File: config.mk
export PLATFORM = sky130hd
export DESIGN_NAME = viterbi_traceback
export DESIGN_NICKNAME = d
export VERILOG_FILES = /design/src/rtl/viterbi_pkg.sv /design/src/rtl/viterbi_surv_mem.sv /design/src/rtl/viterbi_traceback.sv
export SDC_FILE = /design/constraint.sdc
export NUM_CORES = 1
export LEC_CHECK = 0
export ABC_AREA = 1
export CAP_MARGIN = 20
export CORE_AREA = 2 2 93 95
export DETAILED_ROUTE_END_ITERATION = 7
export DIE_AREA = 0 0 95 97
export PLACE_DENSITY = 0.66
export SLEW_MARGIN = 20
export SYNTH_ARGS = -nofsm -noshare
export SYNTH_HDL_FRONTEND = slang
export SYNTH_SLANG_ARGS = --single-unit
File: constraint.sdc
create_clock -name clk -period 3.9 [get_ports clk]
set_input_delay 0.39 -clock clk [delete_from_list [all_inputs] [get_ports clk]]
set_output_delay 0.39 -clock clk [all_outputs]
set_load 0.02 [all_outputs]
File: src/rtl/viterbi_pkg.sv
// Shared Viterbi decoder definitions: code geometry, state type, control states
// and the trellis predecessor rule used by the ACS array and the traceback.
package viterbi_pkg;

    localparam int K  = 3;
    localparam int SW = K - 1;
    localparam int S  = 2 ** SW;

    typedef logic [SW-1:0] state_t;

    typedef enum logic [1:0] {
        ACCEPT = 2'd0,
        TRACE  = 2'd1,
        OUTPUT = 2'd2
    } fsm_t;

    // Predecessor of state n along the branch selected by survivor bit b.
    function automatic state_t pred_state(state_t n, logic b);
        return {n[SW-2:0], b};
    endfunction

endpackage

File: src/rtl/viterbi_surv_mem.sv
// Survivor memory: one S-bit column per trellis step, synchronous write and
// combinational read so the traceback can hop one column per cycle.
module viterbi_surv_mem #(
    parameter int DEPTH = 16,
    parameter int WIDTH = 4,
    localparam int AW   = $clog2(DEPTH)
) (
    input  logic             clk,
    input  logic             we,
    input  logic [AW-1:0]    waddr,
    input  logic [WIDTH-1:0] wdata,
    input  logic [AW-1:0]    raddr,
    output logic [WIDTH-1:0] rdata
);

    logic [WIDTH-1:0] mem [DEPTH];

    // Contents are deliberately not reset; the fill counter upstream guards stale reads.
    always_ff @(posedge clk) begin
        if (we) begin
            mem[waddr] <= wdata;
        end
    end

    assign rdata = mem[raddr];

endmodule

File: src/rtl/viterbi_traceback.sv
// Survivor-memory traceback: stores one survivor column per accepted step and,
// once the window is full, walks back TB_DEPTH-1 columns to emit one decoded bit.
module viterbi_traceback
    import viterbi_pkg::*;
#(
    parameter int K        = viterbi_pkg::K,
    parameter int TB_DEPTH = 16
) (
    input  logic                  clk,
    input  logic                  rst,
    input  logic                  in_valid,
    output logic                  in_ready,
    input  logic [2**(K-1)-1:0]   in_surv,
    input  logic [K-2:0]          in_best_state,
    output logic                  out_valid,
    input  logic                  out_ready,
    output logic                  out_bit
);

    localparam int SWL = K - 1;
    localparam int SL  = 2 ** SWL;
    localparam int AW  = $clog2(TB_DEPTH);
    localparam int FW  = $clog2(TB_DEPTH + 1);

    fsm_t            state_reg;
    logic [AW-1:0]   wptr_reg;
    logic [AW-1:0]   rptr_reg;
    logic [AW-1:0]   step_reg;
    logic [FW-1:0]   fill_reg;
    logic [SWL-1:0]  tb_state_reg;
    logic            out_valid_reg;
    logic            out_bit_reg;

    logic            mem_we;
    logic [SL-1:0]   surv_col;
    logic            surv_bit;
    logic [SWL-1:0]  tb_state_next;
    logic [FW-1:0]   fill_next;

    assign mem_we = (state_reg == ACCEPT) && in_valid;

    viterbi_surv_mem #(
        .DEPTH (TB_DEPTH),
        .WIDTH (SL)
    ) u_surv_mem (
        .clk   (clk),
        .we    (mem_we),
        .waddr (wptr_reg),
        .wdata (in_surv),
        .raddr (rptr_reg),
        .rdata (surv_col)
    );

    // One trellis hop backwards: shift the survivor bit in as the new LSB.
    assign surv_bit      = surv_col[tb_state_reg];
    assign tb_state_next = {tb_state_reg[SWL-2:0], surv_bit};

    assign fill_next = (fill_reg == FW'(TB_DEPTH)) ? fill_reg : fill_reg + FW'(1);

    always_ff @(posedge clk or posedge rst) begin
        if (rst) begin
            state_reg     <= ACCEPT;
            wptr_reg      <= '0;
            rptr_reg      <= '0;
            step_reg      <= '0;
            fill_reg      <= '0;
            tb_state_reg  <= '0;
            out_valid_reg <= 1'b0;
            out_bit_reg   <= 1'b0;
        end else begin
            case (state_reg)
                ACCEPT: begin
                    if (in_valid) begin
                        tb_state_reg <= in_best_state;
                        rptr_reg     <= wptr_reg;
                        wptr_reg     <= wptr_reg + AW'(1);
                        fill_reg     <= fill_next;
                        if (fill_next == FW'(TB_DEPTH)) begin
                            state_reg <= TRACE;
                            step_reg  <= '0;
                        end
                    end
                end
                TRACE: begin
                    tb_state_reg <= tb_state_next;
                    rptr_reg     <= rptr_reg - AW'(1);
                    step_reg     <= step_reg + AW'(1);
                    // The final hop lands on the column written TB_DEPTH-1 steps ago.
                    if (step_reg == AW'(TB_DEPTH - 2)) begin
                        out_bit_reg   <= tb_state_next[SWL-1];
                        out_valid_reg <= 1'b1;
                        state_reg     <= OUTPUT;
                    end
                end
                OUTPUT: begin
                    if (out_ready) begin
                        out_valid_reg <= 1'b0;
                        state_reg     <= ACCEPT;
                    end
                end
                default: begin
                    state_reg <= ACCEPT;
                end
            endcase
        end
    end

    assign in_ready  = (state_reg == ACCEPT);
    assign out_valid = out_valid_reg;
    assign out_bit   = out_bit_reg;

endmodule
==> results of run 1 <==
-- final timing paths --
check | slack (ns) | from | end
hold / removal | 0.28 | rst | state_reg[0]$_DFFE_PP0P_
min in group clk | 0.50 | out_valid$_DFFE_PP0P_ | out_valid$_DFFE_PP0P_
hold reg to reg | 0.50 | out_valid$_DFFE_PP0P_ | out_valid$_DFFE_PP0P_
setup / recovery | 1.85 | state_reg[1]$_DFFE_PP0P_ | in_ready
setup reg to reg | 2.02 | state_reg[1]$_DFFE_PP0P_ | u_surv_mem.mem[1][2]$_DFFE_PP_
max in group asynchronous | 3.22 | rst | wptr_reg[2]$_DFFE_PP0P_
-- power groups by stage --
stage | Sequential [uW] | Combinational, uW | Clock, uW
after detailed placement | 1330 | 1140 | 0
after global placement | 1320 | 1130 | 0
after global routing | 1330 | 1300 | 775
after CTS | 1310 | 1140 | 739
final | 1310 | 1130 | 734
after floorplan | 1270 | 906 | 0
-- placed cells by master (no fill, tap or decap) --
cell             synthesis  routed
a22o_1                   1       1
buf_16                   0       1
buf_4                    2       1
bufinv_16                0       3
clkbuf_8                 0       9
clkdlybuf4s50_1          0      12
clkinv_1                 1       1
clkinv_2                 0       1
clkinvlp_4               0       2
dfrtp_1                 23      23
edfxtp_1                64      64
ha_1                     9       9
inv_1                   49      49
inv_2                    2       2
inv_4                    1       1
nand2_1                100     100
nand2_2                  1       1
nand3_1                 58      58
nand4_1                  3       3
nor2_1                  20      20
nor2_2                   2       2
nor2_4                   1       1
o211ai_1                 6       6
o21ai_0                 20      20
o21ai_1                  2       2
or2_1                    7       7
or2_2                    4       4
xor2_1                  10      10
-- worst max-delay path: stages (launching register included) --
cell             delay, ns
dfrtp_1               0.45
nor2_2                0.21
clkdlybuf4s50_1       0.64
-- cell type report --
type,count,share of cell area [%]
clock buffer,9,2.79
clock inverter,6,2.48
timing repair buffer,14,3.49
sequential,87,56.2
tap,105,2.96
inverter,53,4.54
multi-input combinational,244,27.5
-- cell families after synthesis --
family | after synthesis
DFF | 87
xor gates and xnor gates | 10
AOI/OAI and AO/OA | 29
buffers and inverters | 66
and+or+nand+nor | 196
adders and majority gates | 9
-- metrics by stage --
step	area (sq um)	hold WS, ns	utilization [%]	instances	setup slack (ns)
4_1_cts	4410	0.502	54.3	517	1.84
3_5_place_dp	4180	0.479	51.4	502	1.80
3_3_place_gp	4180	0.468	51.4	502	1.86
6_report	4440	0.277	54.6	518	1.85
5_1_grt	4440	0.305	54.6	518	1.79
2_1_floorplan	4000	0.392	-	397	2.11
-- routing by layer --
| metal | GRT usage, % | vias to the layer above | wire, microns |
|---|---|---|---|
| li1 | - | 1325 | - |
| met1 | 26.8 | 1226 | 3710 |
| met2 | 28.6 | 60 | 3750 |
| met3 | 4.28 | 16 | 307 |
| met4 | 9.03 | 0 | 212 |
| met5 | 0 | - | 0 |
==> out/metrics.cfg, run 1 <==
[sta]
rsz0062_at_grt = false
relSlewSlack_pct = 52.2
maxSlewViolCount = 0
finalSetupTns_ns = 0
finClkSkew_ns = 0.00842
tightest_slew_ns = 0.715
timing.fmax_mhz = 487
fin_crit_sh_pct = 52.7
setup_viol = 0
period_minus_slack_ns = 2.05
hold_violations = 0

[logic_synthesis]
postSynthCellCount = 397
synth-xor-area-share_pct = 2.19
synthMuxAreaShare_pct = 0
ys_warn_count = 0
synth-seq-cells = 87
yosys-top-cells-area = edfxtp_1 48%, dfrtp_1 14%, nand2_1 9.4%
synthAdderAreaFrac_pct = 2.81
synth.distinct_cells = 25
seq_area_frac_synth_pct = 62.4
synth_edf_count = 64
synth_common_cells = 100 x nand2_1, 64 x edfxtp_1, 58 x nand3_1, 49 x inv_1, 23 x dfrtp_1
synth_top_family_by_area = simple AND/OR/NAND/NOR gates
synth_top_area_share_pct = 48.0
synth_area_sq_um = 4000
syn_area_per_cell_sq_um = 10.1
async_flop_share_pct = 26.4
yosys.area.top_type = edfxtp_1
synth_nets = 416
yosysMostFrequentCell = nand2_1
synth-simple-area-share_pct = 21.4
ys_dominant_reg_cell = edfxtp_1
synth_compound_area_share_pct = 4.10

[cells_and_area]
antenna_cells_inserted = 0
largest_register_ffs = 64
multi_input_area_sq_um = 1220
nFillCells = 697
nets = 428
final-seq-area_sq_um = 2500
drive_gt1_share_pct = 6.78
syn2layout_area_growth_pct = 11.0

[routing]
drt_iter0_drc = 227
finalWirelength_mm = 7.98
ant_nets = 0
viasPerCell = 5.07
vias = 2627
drcViolationCount = 0
firstDrtPassIters = 5
wl_per_cell_microns = 15.4

[critical_path]
ff2ff_path_depth = 5
setup.worst_path.end_class = output pin
cp.required_ns = 3.51
critPathArrivalTime_ns = 1.66
crit_path_max_fanout = 4
worstSetupStartpointType = register
critical_path_class = reg2out

[power_and_ir_drop]
p_total_uw = 3180
clock_power_share_pct = 23.1
power_density_nw_per_um2 = 715
p_leak_uw = 0.00184
vdd_drop_max_uv = 294
p_int_uw = 1970
pwr-share-seq_pct = 41.2
comb_power_share_pct = 35.7
switching_share_pct = 38.0
power_switching_uw = 1210

[job]
max-cap-violations = 0

[floorplanning]
start_util_pct = 49.2
rows = 33
die_x_microns = 95
core_area_sq_um = 8130
ios = 13
die_h_microns = 97
dieArea_sq_um = 9220

[global_route]
overflow = 0
grt_antenna_before_repair = 0
grt_pass1_wl_mm = 13.2
grt_pass1_vias = 2640
grt_usage_pct = 19.3
grt_max_degree = 47

[clock_network]
cts_resized = 0
clock-sinks = 87
cts_tree = built
htreeDepth = 3
cts_hold_buf = 0
postCtsSetupRepairBufs = 0
clk_transition_reported_paths_ns = 0.08
clock_path_buffers = 2
cts-root-buf = clkbuf_8
numCtsBuffers = 9
clock_latency_ns = 0.37

[placement]
dp_hpwl_mm = 5.49
port_buffers = 12
place_congestion = 0.889

[min_path]
min_path_type = in2async

[status]
status = complete, no violations

Note: power is estimated with default switching activity, not from simulation.
==> run 2: changes to the inputs <==
- clock period: 3.9 -> 1.9 ns (I/O delays scaled with it)
==> out/metrics.cfg, run 2 (synthesis results as in run 1) <==
[cells_and_area]
antenna_cells_inserted = 0  ; unchanged
syn2layout_area_growth_pct = 10.6  ; was 11.0%
nFillCells = 710  ; was 697
nets = 434  ; was 428
drive_gt1_share_pct = 7.38  ; was 6.78%
layout_common_cells = 100 x nand2_1, 64 x edfxtp_1, 58 x nand3_1, 49 x inv_1, 23 x dfrtp_1  ; unchanged
largest_register_ffs = 64  ; unchanged
final_common_cell = nand2_1  ; unchanged
utilization_pct = 54.4  ; was 54.6%

[clock_network]
cts_tree = built  ; unchanged
clk_transition_reported_paths_ns = 0.08  ; about the same
cts_hold_buf = 0  ; unchanged
clock-sinks = 87  ; unchanged
clock_path_buffers = 2  ; unchanged
cts_resized = 1  ; was 0
htreeDepth = 3  ; unchanged
numCtsBuffers = 9  ; unchanged
postCtsSetupRepairBufs = 0  ; unchanged
cts-root-buf = clkbuf_8  ; unchanged
clock_latency_ns = 0.36  ; was 0.37 ns

[critical_path]
critical_path_class = reg2reg  ; was reg2out
setup.worst_path.end_class = register  ; was output pin
crit_path_max_fanout = 7  ; was 4
critPathArrivalTime_ns = 1.74  ; was 1.66 ns
cp.required_ns = 1.93  ; was 3.51 ns
reg2reg_from = state_reg[1]$_DFFE_PP0P_  ; unchanged
ff2ff_path_depth = 5  ; unchanged
r2r_end = u_surv_mem.mem[0][3]$_DFFE_PP_  ; was u_surv_mem.mem[1][2]$_DFFE_PP_
rrSetupSlack_ns = 0.19  ; was 2.02 ns
worstSetupStartpointType = register  ; unchanged

[global_route]
grt_antenna_before_repair = 0  ; unchanged
grt_max_degree = 47  ; unchanged
grt_usage_pct = 19.1  ; was 19.3%
grt_pass1_wl_mm = 13.1  ; was 13.2 mm
grt_pass1_vias = 2576  ; was 2,640
overflow = 0  ; unchanged

[power_and_ir_drop]
vdd_drop_max_uv = 424  ; was 294 uV
p_leak_uw = 0.00185  ; was 0.00184 uW
power_density_nw_per_um2 = 1430  ; was 715 nW/um^2

[floorplanning]
rows = 33  ; unchanged
core_area_sq_um = 8130  ; unchanged
die_h_microns = 97  ; unchanged
ios = 13  ; unchanged
start_util_pct = 49.2  ; unchanged
dieArea_sq_um = 9220  ; unchanged
die_x_microns = 95  ; unchanged

[sta]
tightest_slew_ns = 0.681  ; was 0.715 ns
finClkSkew_ns = 0.00784  ; was 0.00842 ns
rsz0062_at_grt = false  ; unchanged
setup_viol = 0  ; unchanged
fin_crit_sh_pct = 90.0
period_minus_slack_ns = 1.71
timing.fmax_mhz = 585
hold_violations = 0  ; unchanged
maxSlewViolCount = 0  ; unchanged
finalSetupTns_ns = 0  ; unchanged
relSlewSlack_pct = 54.5  ; was 52.2%

[placement]
dp_hpwl_mm = 5.56  ; was 5.49 mm
place_congestion = 0.850  ; was 0.889
port_buffers = 12  ; unchanged

[routing]
firstDrtPassIters = 4  ; was 5
viasPerCell = 5.15  ; was 5.07
drt_iter0_drc = 192  ; was 227
wl_per_cell_microns = 15.5  ; was 15.4 microns
drcViolationCount = 0  ; unchanged
ant_nets = 0  ; unchanged
finalWirelength_mm = 8.12  ; was 7.98 mm
vias = 2705  ; was 2,627

[min_path]
min_path_type = in2async  ; unchanged

[job]
max-cap-violations = 0  ; unchanged

[status]
status = complete, no violations  ; unchanged

[run 2: changes by cell type in the layout (fill, tap and decap cells not counted)]
| cell | before | now |
|---|---|---|
| bufinv_16 | 3 | 1 |
| dlygate4sd2_1 | 0 | 1 |
| clkinvlp_4 | 2 | 1 |
| buf_4 | 1 | 7 |
| buf_12 | 0 | 1 |
| buf_16 | 1 | 0 |
| clkinv_1 | 1 | 2 |
| clkdlybuf4s50_1 | 12 | 11 |
| clkbuf_1 | 0 | 3 |
[run 2: where the power goes]
| group | leakage (uW) | internal [uW] | switching [uW] |
|---|---|---|---|
| Combinational | 0.000905 | 874 | 1540 |
| Clock | 0.0000880 | 603 | 630 |
| Sequential | 0.000854 | 2360 | 291 |
| Total | 0.00185 | 3840 | 2470 |
[run 2: per-layer routing]
metal	part of all wire, %	up-vias	GRT usage, %
li1	-	1338	-
met1	45	1304	26.7
met2	47	53	28.7
met3	5.7	10	5.37
met4	1.8	0	6.69
met5	0	-	0
[run 2: per-stage QoR]
step                      total power [uW]  cell area, sq um  setup WS (ns)  hold WS (ns)  std cells
after floorplan                       4470              4000          0.109         0.192        397
after global placement                5100              4250          0.183         0.471        509
after detailed placement              5130              4250          0.148         0.487        509
after CTS                             6350              4430          0.152         0.173        525
after global routing                  6800              4430         0.0229         0.222        525
final                                 6310              4430          0.190         0.169        525
[run 2: cell type report]
type | count | area, sq um | area share, %
Multi-Input combinational cell | 244 | 1220 | 27.6
Clock inverter | 4 | 46.3 | 1.05
Inverter | 53 | 201 | 4.55
Tap cell | 105 | 131 | 2.97
Timing Repair Buffer | 20 | 191 | 4.33
Clock buffer | 12 | 135 | 3.05
Sequential cell | 87 | 2500 | 56.4
[run 2: how the worst max path moves through the flow]
| stage | to | startpoint | slack (ns) | cells past startpoint |
|---|---|---|---|---|
| final | u_surv_mem.mem[0][3]$_DFFE_PP_ | state_reg[1]$_DFFE_PP0P_ | 0.19 | 5 |
| after floorplan | u_surv_mem.mem[12][0]$_DFFE_PP_ | state_reg[1]$_DFFE_PP0P_ | 0.11 | 6 |
| after CTS | u_surv_mem.mem[15][2]$_DFFE_PP_ | state_reg[1]$_DFFE_PP0P_ | 0.15 | 5 |
| after global routing | step_reg[3]$_DFFE_PP0P_ | state_reg[1]$_DFFE_PP0P_ | 0.02 | 9 |
| after detailed placement | u_surv_mem.mem[15][3]$_DFFE_PP_ | in_valid | 0.15 | 5 |
| after global placement | u_surv_mem.mem[5][3]$_DFFE_PP_ | in_valid | 0.18 | 5 |
[run 2: critical path: stages (launching register included)]
cell and delay, ns:
dfrtp_1 0.45, nor2_2 0.19, nand2_2 0.14, inv_2 0.11, nand2_1 0.16, nor2_1 0.34
==> run 3: changes to the inputs <==
- clock period: 1.9 -> 1.65 ns (I/O delays scaled with it)
==> out/metrics.cfg, run 3 (synthesis results as in run 1) <==
[critical_path]
setup.worst_path.end_class = register  ; unchanged
cp_top_family = simple AND/OR/NAND/NOR gates  ; unchanged
critical_path_class = reg2reg  ; unchanged
crit_buf_inv = 2  ; was 1
crit_path_max_fanout = 11  ; was 7
critical_path.max_stage_delay_ns = 0.50  ; was 0.45 ns
worstPathCellList = buf_6, clkbuf_16, o211ai_1, nand3_2, nand3_1, nand3_2, nand3_2, nand3_1, nand2_1, nand2_1  ; was nor2_2, nand2_2, inv_2, nand2_1, nor2_1
cpMostUsedCell = nand3_2
critPathArrivalTime_ns = 1.91  ; was 1.74 ns
cp.required_ns = 1.90  ; was 1.93 ns
rrSetupSlack_ns = -0.01  ; was 0.19 ns
worstSetupStartpointType = register  ; unchanged
crit_slowest_cell = dfrtp_2  ; was dfrtp_1

[sta]
maxSlewViolCount = 0  ; unchanged
period_minus_slack_ns = 1.66  ; was 1.71 ns
timing.fmax_mhz = 601  ; was 585 MHz
tightest_slew_ns = 0.371  ; was 0.681 ns
relSlewSlack_pct = 75.2  ; was 54.5%
fin_ws_ns = -0.0142  ; was 0.190 ns
finalSetupTns_ns = -0.0142  ; was 0 ns
rsz0062_at_grt = true  ; was false
finClkSkew_ns = 0.0134  ; was 0.00784 ns
setup_viol = 1  ; was 0
hold_violations = 0  ; unchanged
fin_crit_sh_pct = 101  ; was 90.0%

[global_route]
grt_max_degree = 47  ; unchanged
grt_usage_pct = 19.9  ; was 19.1%
grt_pass1_vias = 2753  ; was 2,576
overflow = 0  ; unchanged
grt_pass1_wl_mm = 13.7  ; was 13.1 mm
grt_antenna_before_repair = 0  ; unchanged

[floorplanning]
dieArea_sq_um = 9220  ; unchanged
start_util_pct = 49.2  ; unchanged
die_x_microns = 95  ; unchanged
core_area_sq_um = 8130  ; unchanged
ios = 13  ; unchanged
die_h_microns = 97  ; unchanged
rows = 33  ; unchanged

[clock_network]
cts-root-buf = clkbuf_8  ; unchanged
cts_hold_buf = 0  ; unchanged
clk_transition_reported_paths_ns = 0.08  ; about the same
htreeDepth = 3  ; unchanged
cts_tree = built  ; unchanged
clock_latency_ns = 0.36  ; about the same
clock_path_buffers = 2  ; unchanged
numCtsBuffers = 9  ; unchanged
clock-sinks = 87  ; unchanged

[routing]
vias = 2827  ; was 2,705
drt_iter0_drc = 302  ; was 192
ant_nets = 0  ; unchanged
drcViolationCount = 0  ; unchanged
routed-wl-met3_microns = 349  ; was 460 microns
wl_per_cell_microns = 16.4  ; was 15.5 microns
viasPerCell = 5.22  ; was 5.15
wl_met2_mm = 4.28  ; was 3.84 mm
wl_met1_mm = 4.09  ; was 3.68 mm
finalWirelength_mm = 8.91  ; was 8.12 mm
firstDrtPassIters = 4  ; unchanged
dr.max_layer_used = met4  ; unchanged

[placement]
dpl-instance-area_sq_um = 4360  ; was 4250 sq um
dp_hpwl_mm = 5.71  ; was 5.56 mm
place_congestion = 0.786  ; was 0.850
port_buffers = 12  ; unchanged

[status]
violations = setup timing
status = complete, but fails checks  ; was complete, no violations

[cells_and_area]
final_common_cell = nand2_1  ; unchanged
layout_common_cells = 96 x nand2_1, 64 x edfxtp_1, 47 x nand3_1, 46 x inv_1, 21 x dfrtp_1  ; was 100 x nand2_1, 64 x edfxtp_1, 58 x nand3_1, 49 x inv_1, 23 x dfrtp_1
drive_gt1_share_pct = 17.2  ; was 7.38%
largest_register_ffs = 64  ; unchanged
design_area_sq_um = 4740  ; was 4430 sq um
utilization_pct = 58.3  ; was 54.4%
nets = 451  ; was 434
syn2layout_area_growth_pct = 18.4  ; was 10.6%
antenna_cells_inserted = 0  ; unchanged

[power_and_ir_drop]
p_total_uw = 8030  ; was 6310 uW
vdd_drop_max_uv = 582  ; was 424 uV
p_leak_uw = 0.00198  ; was 0.00185 uW
power_density_nw_per_um2 = 1690  ; was 1430 nW/um^2

[min_path]
min_path_type = in2async  ; unchanged

[job]
max-cap-violations = 0  ; unchanged

==> run 3: cell types whose count changed in the layout (fill, tap and decap cells not counted), sizes merged <==
| cell | previous run | this run |
|---|---|---|
| clkbuf | 12 | 13 |
| clkinvlp | 1 | 4 |
| clkinv | 3 | 2 |
| buf | 8 | 22 |
==> run 3: worst register-to-register path: stages, from the launching register on <==
cell and delay (ns):
dfrtp_2 0.50, buf_6 0.15, clkbuf_16 0.15, o211ai_1 0.23, nand3_2 0.12, nand3_1 0.10, nand3_2 0.07, nand3_2 0.08
nand3_1 0.06, nand2_1 0.06, nand2_1 0.04
==> run 3: repair_timing <==
item,in CTS,in global routing
endpoints found under the setup margin,1,9
gates cloned,0,3
setup buffers,0,1
pin swaps,0,9
gates resized for setup,1,31
==> run 3: final timing paths <==
kind / start / cells after the start / to
worst max register to register: rptr_reg[0]$_DFFE_PP0P_ / 10 / tb_state_reg[0]$_DFFE_PP0P_
worst min register to register: out_valid$_DFFE_PP0P_ / 2 / out_valid$_DFFE_PP0P_
min in group clk: out_ready / 2 / state_reg[1]$_DFFE_PP0P_
max in group asynchronous: rst / 3 / rptr_reg[0]$_DFFE_PP0P_
worst min-delay path: rst / 3 / step_reg[2]$_DFFE_PP0P_
worst max-delay path: rptr_reg[0]$_DFFE_PP0P_ / 10 / tb_state_reg[0]$_DFFE_PP0P_
==> run 3: where the power goes <==
part / internal (uW) / leakage [uW] / switching [uW]
clock: 691 / 0.0000821 / 739
sequential: 2730 / 0.000852 / 334
combinational: 1410 / 0.00104 / 2130
total: 4830 / 0.00198 / 3210
==> run 3: metal layers <==
layer / GRT usage (%) / vias up
met5: 0 / -
met4: 7.47 / 0
met3: 4.21 / 13
met2: 31.2 / 59
met1: 27.3 / 1382
li1: - / 1373
==> run 3: per-stage QoR <==
stage / setup WS, ns / std cells / hold WS, ns
2_1_floorplan: -0.0452 / 397 / 0.167
3_3_place_gp: 0.0791 / 522 / 0.469
3_5_place_dp: 0.0266 / 522 / 0.480
4_1_cts: 0.0512 / 538 / 0.150
5_1_grt: -0.139 / 542 / 0.200
6_report: -0.0142 / 542 / 0.157
==> run 3: area by class of cell <==
class | instances | area [sq um]
fill | 694 | 3390
sequential | 87 | 2500
clock inverter | 6 | 61.3
timing repair buffer | 37 | 388
tap | 105 | 131
clock buffer | 10 | 128
multi-input combinational | 244 | 1330
inverter | 53 | 204
